--- config.mk ---
export PLATFORM = sky130hd
export DESIGN_NAME = dcache_pmem_axi
export DESIGN_NICKNAME = d
export VERILOG_FILES = /design/src/rtl/dcache_pmem_axi.sv
export SDC_FILE = /design/constraint.sdc
export NUM_CORES = 1
export LEC_CHECK = 0
export ABC_AREA = 1
export BUFFER_PORTS_ARGS = -buffer_cell sky130_fd_sc_hd__buf_2
export CAP_MARGIN = 20
export CORE_MARGIN = 4
export CORE_UTILIZATION = 28
export CTS_CLUSTER_DIAMETER = 100
export DETAILED_ROUTE_END_ITERATION = 6
export PLACE_DENSITY_LB_ADDON = 0.1
export SETUP_SLACK_MARGIN = 0.3
export SKIP_LAST_GASP = 1
export SYNTH_ARGS = -nofsm -noshare
export SYNTH_HDL_FRONTEND = slang
export SYNTH_SLANG_ARGS = --single-unit
--- constraint.sdc ---
create_clock -name clk -period 1.94 [get_ports clk]
set_input_delay 0.097 -clock clk [delete_from_list [all_inputs] [get_ports clk]]
set_output_delay 0.097 -clock clk [all_outputs]
set_load 0.02 [all_outputs]
--- src/rtl/dcache_pmem_axi.sv ---
// -----------------------------------------------------------------------------
// dcache_pmem_axi
//
// Bridges the data-cache pmem request port (downstream of the dcache pmem mux)
// onto an AXI4 master with a 32-bit data bus. One burst is in flight at a time;
// all bursts are INCR with 4-byte beats.
//
// Ports
//   clk, rst_n                 clock, asynchronous active-low reset
//   inport_wr_i[3:0]           write byte strobes (nonzero = write beat)
//   inport_rd_i                read burst request
//   inport_len_i[7:0]          beats minus one (first beat only)
//   inport_addr_i[31:0]        burst start address (first beat only)
//   inport_write_data_i[31:0]  write beat data
//   inport_accept_o            request/beat taken this cycle
//   inport_ack_o               one per read beat, one per write burst
//   inport_error_o             response error, qualified by ack
//   inport_read_data_o[31:0]   read data, qualified by ack
//   axi_aw*/axi_w*/axi_b*      AXI4 write address, data, response channels
//   axi_ar*/axi_r*             AXI4 read address and data channels
// -----------------------------------------------------------------------------
module dcache_pmem_axi #(
    parameter logic [3:0] AXI_ID = 4'd0
) (
    input  logic        clk,
    input  logic        rst_n,

    input  logic [3:0]  inport_wr_i,
    input  logic        inport_rd_i,
    input  logic [7:0]  inport_len_i,
    input  logic [31:0] inport_addr_i,
    input  logic [31:0] inport_write_data_i,
    output logic        inport_accept_o,
    output logic        inport_ack_o,
    output logic        inport_error_o,
    output logic [31:0] inport_read_data_o,

    output logic        axi_awvalid_o,
    output logic [31:0] axi_awaddr_o,
    output logic [3:0]  axi_awid_o,
    output logic [7:0]  axi_awlen_o,
    output logic [1:0]  axi_awburst_o,
    input  logic        axi_awready_i,

    output logic        axi_wvalid_o,
    output logic [31:0] axi_wdata_o,
    output logic [3:0]  axi_wstrb_o,
    output logic        axi_wlast_o,
    input  logic        axi_wready_i,

    input  logic        axi_bvalid_i,
    input  logic [1:0]  axi_bresp_i,
    input  logic [3:0]  axi_bid_i,
    output logic        axi_bready_o,

    output logic        axi_arvalid_o,
    output logic [31:0] axi_araddr_o,
    output logic [3:0]  axi_arid_o,
    output logic [7:0]  axi_arlen_o,
    output logic [1:0]  axi_arburst_o,
    input  logic        axi_arready_i,

    input  logic        axi_rvalid_i,
    input  logic [31:0] axi_rdata_i,
    input  logic [1:0]  axi_rresp_i,
    input  logic [3:0]  axi_rid_i,
    input  logic        axi_rlast_i,
    output logic        axi_rready_o
);

    typedef enum logic [1:0] {
        ST_IDLE  = 2'd0,
        ST_WRITE = 2'd1,
        ST_WRESP = 2'd2,
        ST_READ  = 2'd3
    } state_t;

    state_t      state_q, state_d;

    logic        awvalid_q, awvalid_d;
    logic [31:0] awaddr_q,  awaddr_d;
    logic [7:0]  awlen_q,   awlen_d;

    logic        wvalid_q,  wvalid_d;
    logic [31:0] wdata_q,   wdata_d;
    logic [3:0]  wstrb_q,   wstrb_d;
    logic        wlast_q,   wlast_d;

    logic        arvalid_q, arvalid_d;
    logic [31:0] araddr_q,  araddr_d;
    logic [7:0]  arlen_q,   arlen_d;

    logic [7:0]  cnt_q,     cnt_d;
    logic [7:0]  len_q,     len_d;

    // Completion tracking for the write burst; the B response may only be
    // acked once both AW and the last W beat have been handshaken.
    logic        aw_done_q, aw_done_d;
    logic        w_done_q,  w_done_d;
    logic        b_seen_q,  b_seen_d;
    logic [1:0]  bresp_q,   bresp_d;

    logic        ack_q,     ack_d;
    logic        err_q,     err_d;
    logic [31:0] rdata_q,   rdata_d;

    logic        accept_c;
    logic        wr_req_c;
    logic        wlast_next_c;

    // ID fields are not needed with a single outstanding burst.
    logic        unused_ids;
    assign unused_ids = ^{axi_bid_i, axi_rid_i};

    assign wr_req_c     = (inport_wr_i != 4'd0);
    assign wlast_next_c = ((cnt_q + 8'd1) == len_q);

    always_comb begin
        state_d   = state_q;
        awvalid_d = awvalid_q;
        awaddr_d  = awaddr_q;
        awlen_d   = awlen_q;
        wvalid_d  = wvalid_q;
        wdata_d   = wdata_q;
        wstrb_d   = wstrb_q;
        wlast_d   = wlast_q;
        arvalid_d = arvalid_q;
        araddr_d  = araddr_q;
        arlen_d   = arlen_q;
        cnt_d     = cnt_q;
        len_d     = len_q;
        aw_done_d = aw_done_q;
        w_done_d  = w_done_q;
        b_seen_d  = b_seen_q;
        bresp_d   = bresp_q;
        ack_d     = 1'b0;
        err_d     = 1'b0;
        rdata_d   = rdata_q;
        accept_c  = 1'b0;

        // Channel handshakes retire valids independently of the FSM so that
        // AW may lead or lag the W beats.
        if (awvalid_q && axi_awready_i) begin
            awvalid_d = 1'b0;
            aw_done_d = 1'b1;
        end
        if (wvalid_q && axi_wready_i) begin
            wvalid_d = 1'b0;
            if (wlast_q) begin
                w_done_d = 1'b1;
            end
        end
        if (arvalid_q && axi_arready_i) begin
            arvalid_d = 1'b0;
        end

        case (state_q)
            ST_IDLE: begin
                accept_c = 1'b1;
                if (wr_req_c) begin
                    awvalid_d = 1'b1;
                    awaddr_d  = inport_addr_i;
                    awlen_d   = inport_len_i;
                    len_d     = inport_len_i;
                    wvalid_d  = 1'b1;
                    wdata_d   = inport_write_data_i;
                    wstrb_d   = inport_wr_i;
                    wlast_d   = (inport_len_i == 8'd0);
                    cnt_d     = 8'd0;
                    aw_done_d = 1'b0;
                    w_done_d  = 1'b0;
                    b_seen_d  = 1'b0;
                    bresp_d   = 2'b00;
                    state_d   = (inport_len_i == 8'd0) ? ST_WRESP : ST_WRITE;
                end else if (inport_rd_i) begin
                    arvalid_d = 1'b1;
                    araddr_d  = inport_addr_i;
                    arlen_d   = inport_len_i;
                    state_d   = ST_READ;
                end
            end

            ST_WRITE: begin
                // The W register is free when empty or draining this cycle.
                accept_c = !wvalid_q || axi_wready_i;
                if (accept_c && wr_req_c) begin
                    wvalid_d = 1'b1;
                    wdata_d  = inport_write_data_i;
                    wstrb_d  = inport_wr_i;
                    wlast_d  = wlast_next_c;
                    cnt_d    = cnt_q + 8'd1;
                    if (wlast_next_c) begin
                        state_d = ST_WRESP;
                    end
                end
                // An early (non-compliant) B is remembered until AW/W finish.
                if (axi_bvalid_i) begin
                    b_seen_d = 1'b1;
                    bresp_d  = axi_bresp_i;
                end
            end

            ST_WRESP: begin
                if (axi_bvalid_i) begin
                    b_seen_d = 1'b1;
                    bresp_d  = axi_bresp_i;
                end
                if ((axi_bvalid_i || b_seen_q) && aw_done_q && w_done_q) begin
                    ack_d    = 1'b1;
                    err_d    = axi_bvalid_i ? (axi_bresp_i != 2'b00) : (bresp_q != 2'b00);
                    b_seen_d = 1'b0;
                    state_d  = ST_IDLE;
                end
            end

            ST_READ: begin
                if (axi_rvalid_i) begin
                    ack_d   = 1'b1;
                    rdata_d = axi_rdata_i;
                    err_d   = (axi_rresp_i != 2'b00);
                    if (axi_rlast_i) begin
                        state_d = ST_IDLE;
                    end
                end
            end

            default: begin
                state_d = ST_IDLE;
            end
        endcase
    end

    always_ff @(posedge clk or negedge rst_n) begin
        if (!rst_n) begin
            state_q   <= ST_IDLE;
            awvalid_q <= 1'b0;
            awaddr_q  <= 32'd0;
            awlen_q   <= 8'd0;
            wvalid_q  <= 1'b0;
            wdata_q   <= 32'd0;
            wstrb_q   <= 4'd0;
            wlast_q   <= 1'b0;
            arvalid_q <= 1'b0;
            araddr_q  <= 32'd0;
            arlen_q   <= 8'd0;
            cnt_q     <= 8'd0;
            len_q     <= 8'd0;
            aw_done_q <= 1'b0;
            w_done_q  <= 1'b0;
            b_seen_q  <= 1'b0;
            bresp_q   <= 2'b00;
            ack_q     <= 1'b0;
            err_q     <= 1'b0;
            rdata_q   <= 32'd0;
        end else begin
            state_q   <= state_d;
            awvalid_q <= awvalid_d;
            awaddr_q  <= awaddr_d;
            awlen_q   <= awlen_d;
            wvalid_q  <= wvalid_d;
            wdata_q   <= wdata_d;
            wstrb_q   <= wstrb_d;
            wlast_q   <= wlast_d;
            arvalid_q <= arvalid_d;
            araddr_q  <= araddr_d;
            arlen_q   <= arlen_d;
            cnt_q     <= cnt_d;
            len_q     <= len_d;
            aw_done_q <= aw_done_d;
            w_done_q  <= w_done_d;
            b_seen_q  <= b_seen_d;
            bresp_q   <= bresp_d;
            ack_q     <= ack_d;
            err_q     <= err_d;
            rdata_q   <= rdata_d;
        end
    end

    // Accept is held low while reset is asserted even though IDLE would
    // otherwise advertise it.
    assign inport_accept_o    = rst_n & accept_c;
    assign inport_ack_o       = ack_q;
    assign inport_error_o     = err_q;
    assign inport_read_data_o = rdata_q;

    assign axi_awvalid_o = awvalid_q;
    assign axi_awaddr_o  = awaddr_q;
    assign axi_awid_o    = AXI_ID;
    assign axi_awlen_o   = awlen_q;
    assign axi_awburst_o = 2'b01;

    assign axi_wvalid_o  = wvalid_q;
    assign axi_wdata_o   = wdata_q;
    assign axi_wstrb_o   = wstrb_q;
    assign axi_wlast_o   = wlast_q;

    assign axi_bready_o  = 1'b1;

    assign axi_arvalid_o = arvalid_q;
    assign axi_araddr_o  = araddr_q;
    assign axi_arid_o    = AXI_ID;
    assign axi_arlen_o   = arlen_q;
    assign axi_arburst_o = 2'b01;

    assign axi_rready_o  = 1'b1;

endmodule

# Word level (Yosys, flattened, before mapping)
# Index checks and enable logic that the tools add are counted.
# Widths: inputs -> output; s select.
[classes]
mul = 0
div = 0
reduce_logical = 26
eq_ne = 12
bitwise = 2
n_mux = 54
addsub = 1
shifts = 0
order_cmp = 0
[ops]
columns = ["op", "n"]
rows = [
  ["$mux 32", 2],
  ["$pmux 32 s2", 1],
  ["$mux 1", 27],
  ["$mux 2", 10],
  ["$mux 8", 2],
  ["$pmux 8 s2", 1],
  ["$ne 2x2->1 const B", 6],
  ["$pmux 1 s2", 5],
  ["$reduce_bool 2->1", 5],
  ["$reduce_and 3->1", 3],
  ["$add 8x1->8 const B", 1],
  ["$eq 8x8->1", 1],
  ["$logic_not 8->1", 1],
  ["$mux 4", 2],
  ["$pmux 2 s4", 1],
  ["$pmux 4 s2", 1],
  ["$logic_and 1x1->1", 6],
  ["$reduce_and 2->1", 3],
  ["$reduce_and 6->1", 1],
  ["$eq 2x2->1 const B", 2],
  ["$pmux 2 s2", 1],
  ["$reduce_bool 4->1", 1],
  ["$ne 3x3->1 const B", 1],
  ["$pmux 1 s3", 1],
  ["9 further kinds", 10],
]
[word_totals]
latchBits = 0
memories = 0
mem_bits_rw = 0
regBits = 169
wordCells = 114
mem_bits_ro = 0
inputBits = 129

# Longest topological paths before layout
[logic_depth]
word_depth = 5
depth_mapped = 14

# Worst setup path after synthesis
# OpenSTA, ideal clock, no wires.
[synth_timing]
kind = "register -> register"
startpoint = "reg cnt_q[0]"
endpoint = "reg state_q[0]"
setup_ps = 117
arrival_ps = 1488
path_slack_ps = 335
path_stages_with_launch = 12
period_less_slack_ps = 1605
path_cell_list = "dfrtp_1 ha_1 xnor2_1 nand2_1 nor2_1 nand2_1 nor2_1 nand3_1 nand2_2 nand2_2 nand2_1 nand2_1"
[synth_between]
elab_chain_cells = 4
[synth_rtl]
columns = ["element", "line", "text"]
rows = [
  ["start, declared", "93", "logic [7:0] cnt_q, cnt_d;"],
  ["start signal, assigned", "267", "cnt_q <= cnt_d;"],
  ["$add 8x1->8", "116", "assign wlast_next_c = ((cnt_q + 8'd1) == len_q);"],
  ["$eq 8x8->1", "116", ""],
  ["$ne 2x2->1 (no source line)", "--", ""],
  ["$reduce_and 6->1 (no source line)", "--", ""],
  ["end signal, assigned", "256", "state_q <= state_d;"],
  ["end, declared", "78", "state_t state_q, state_d;"],
]
# No other way between the ends.
# A chain may end at the register's enable or synchronous reset.

# Worst setup path in the final report
[layout_timing]
startpoint = "reg cnt_q[0]"
endpoint = "reg state_q[1]"
# Same word-level chain as after synthesis.

==> flow_metrics.py <==
metrics = {
    "setup_path": {
        "start_kind": "flop",
        "critPathRequiredTime_ns": 2.25,
        "reg2reg_from": "cnt_q[0]$_DFFE_PN0P_",
        "crit_path_start": "cnt_q[0]$_DFFE_PN0P_",
        "worst_setup_path_end_kind": "flop",
        "crit_type": "flop to flop",
        "arrival_ns": 1.99,
        "cp_max_fo": 4,
    },
    "sta": {
        "finalCriticalPeriod_ns": 1.673,
        "slew_viol_final": 0,
        "fin_tns_setup_ns": 0,
        "fin_worst_skew_ns": 0.01014,
        "hold_viol_final": 0,
        "rsz0062_at_grt": "yes",
        "setup_viol": 0,
        "fmax_ghz": 0.5978,
        "finalCritPeriodShare_pct": 86.23,
    },
    "global_route": {
        "antenna_found_initial": 2,
        "grt_pass1_vias": 6151,
        "overflow": 0,
        "grt_max_degree": 80,
        "track_usage_pct": 14.31,
        "grt_pass1_wl_um": 31070,
    },
    "final_layout": {
        "final_cell_mix": "273 x buf_2, 219 x nand2_1, 168 x dfrtp_1, 114 x dlygate4sd3_1, 80 x o21ai_0",
        "drive_gt1_share_pct": 35.74,
        "final_net_count": 1257,
        "area_growth_pct": 54.39,
        "mostFrequentLayoutCell": "buf_2",
        "n_fill_cell": 2379,
    },
    "placed_design": {
        "port_buffers": 275,
        "place_congestion": 0.7412,
        "dp_hpwl_um": 13990,
    },
    "floorplan": {
        "row_count": 57,
        "die-area_sq_mm": 0.02736,
        "die_h_um": 165.4,
        "die_width_um": 165.4,
        "num_io_pins": 298,
        "coreArea_sq_mm": 0.02432,
        "initial_core_util_pct": 28.53,
    },
    "power_and_ir_drop": {
        "power_per_cell_area_mw_per_mm2": 1644,
        "leakage_uw": 0.005641,
        "fin_total_pwr_uw": 17610,
        "ir_drop_uv": 783.1,
    },
    "drt": {
        "firstDrtPassIters": 4,
        "drtAntennaViolNets": 0,
        "dr_total_vias": 6110,
        "drtIter0Drc": 246,
        "vias_per_cell": 4.182,
        "drc_errors": 0,
        "wl_um": 20720,
        "wl_per_cell_um": 14.18,
    },
    "logic_synthesis": {
        "ys_types": 32,
        "yosysTopAreaCell": "dfrtp_1",
        "seq_area_frac_synth_pct": 60.96,
        "synthCells": 722,
        "ys_ff_latch": 169,
        "avgSynthCellArea_sq_um": 9.609,
        "synth_top_area_share_pct": 60.96,
        "yosys-top-cells-area": "dfrtp_1 61%, nand2_1 12%, o21ai_0 5.8%, mux2_2 5.2%, inv_1 3.8%",
        "synth_area_sq_mm": 0.006938,
        "synth_warnings": 0,
    },
    "cts": {
        "clk_latency_ns": 0.43,
        "cts_root_buf": "clkbuf_16",
        "cts_tree": "built",
        "max-clock-path-buffers": 2,
        "numClockSinks": 169,
        "cts_buffers": 17,
        "path_clk_slew_ns": 0.07,
        "htreeDepth": 4,
    },
    "status": {
        "status": "complete, no violations",
    },
    "min_path": {
        "min_path_type": "input port to flop",
        "min_from": "inport_len_i[0]",
    },
    "flow_run": {
        "cap_violations": 0,
    },
}
stage by stage:
stage	cell area [sq um]	utilization, %	setup WS (ns)	hold slack [ns]	std cells
after floorplan	6983	-	0.3353	-0.1986	734
after global placement	8767	36.05	0.2078	0.04337	1307
after detailed placement	8767	36.05	0.2179	0.04262	1307
after CTS	10570	43.47	0.2565	0.01880	1456
after global routing	10710	44.04	0.1496	0.05618	1461
final	10710	44.04	0.2671	0.04090	1461
per-layer routing:
metal | up-vias | global-route usage (%) | part of all wire, %
met5 | - | 0 | 0.063
met4 | 2 | 5.024 | 1.7
met3 | 27 | 4.939 | 8.0
met2 | 198 | 23.31 | 47
met1 | 2820 | 17.71 | 43
li1 | 3063 | - | -
cells in the mapped netlist:
| cell | count |
|---|---|
| ha_1 | 5 |
| o22ai_1 | 6 |
| a21boi_0 | 1 |
| nor4_2 | 1 |
| a21oi_2 | 1 |
| a21oi_1 | 6 |
| conb_1 | 2 |
| o31ai_1 | 1 |
| buf_4 | 14 |
| xor2_1 | 1 |
| mux2_1 | 2 |
| dfrtp_1 | 169 |
| nand3_1 | 19 |
| nand3_2 | 2 |
| xnor2_1 | 1 |
| nand4_2 | 1 |
| inv_1 | 70 |
| nand2_1 | 228 |
| o21ai_1 | 14 |
| nand2_2 | 5 |
| nor2_1 | 20 |
| o21bai_1 | 2 |
| nor2_4 | 1 |
| mux2_2 | 32 |
| nand4_1 | 1 |
| nor4_1 | 1 |
| o211ai_1 | 1 |
| o21ai_0 | 80 |
| inv_2 | 4 |
| buf_2 | 17 |
| nor2_2 | 3 |
| clkbuf_1 | 11 |
state kept, by name, indices dropped and copies added (netlist names), 2 cells and up:
register / cells
cnt_q: 8
len_q: 8
inport_read_data_o: 32
axi_wdata_o: 32
axi_arlen_o: 8
bresp_q: 2
axi_awaddr_o: 32
state_q: 2
axi_araddr_o: 32
axi_wstrb_o: 4
final timing paths:
path                       slack, ns  depth (start not counted)                      endpoint
setup / recovery                0.27                         11        state_q[1]$_DFFE_PN0P_
hold / removal                  0.04                          3          len_q[0]$_DFFE_PN0P_
min in group asynchronous       0.15                          2   axi_wdata_o[28]$_DFFE_PN0P_
max in group asynchronous       1.03                          3  axi_awaddr_o[27]$_DFFE_PN0P_
hold reg to reg                 0.47                          2   axi_wdata_o[31]$_DFFE_PN0P_
setup reg to reg                0.27                         11        state_q[1]$_DFFE_PN0P_
critical path, cell delays in order (launching register included):
cell and delay, ns:
dfrtp_1 0.42, ha_4 0.29, xnor2_1 0.10, nand2_1 0.08
nor2_1 0.12, nand2_1 0.06, nor2_1 0.12, nand3_2 0.11
nand2_2 0.10, nand2_2 0.06, nand2_1 0.06, nand2_1 0.04
power by group:
part	switching [uW]	total, uW	internal (uW)	leakage (uW)
Combinational	5140	8190	3050	0.00324
Sequential	840	6010	5170	0.00211
Clock	1570	3400	1840	0.000289
logic make-up after synthesis:
kind of cell	share of synthesized area (%)
other	0.1082
muxes	5.519
DFF	60.96
and+or+nand+nor	16.50
buffers and inverters	7.340
xor gates and xnor gates	0.2525
AOI/OAI and AO/OA	8.422
adders and majority gates	0.9017
final cells by class:
cell class / instances / area [sq um] / share of cell area (%)
well taps: 324 / 405.4 / 3.785
clock inverters: 14 / 150.1 / 1.402
clock buffers: 18 / 429.2 / 4.007
diodes: 1 / 2.502 / 0.02336
flip-flops and latches: 169 / 4230 / 39.49
multi-input cells: 449 / 2359 / 22.02
repair buffers: 412 / 2853 / 26.63
inverters: 74 / 282.8 / 2.640
what timing repair did:
action | CTS | global route
endpoints found under the hold margin | 220 | 0
cloned | 0 | 2
pin swaps | 11 | 15
setup endpoints to repair | 38 | 49
buffers inserted | 3 | 2
hold buffers | 114 | 0
gates resized for setup | 16 | 22
(Power assumes the default switching activity.)
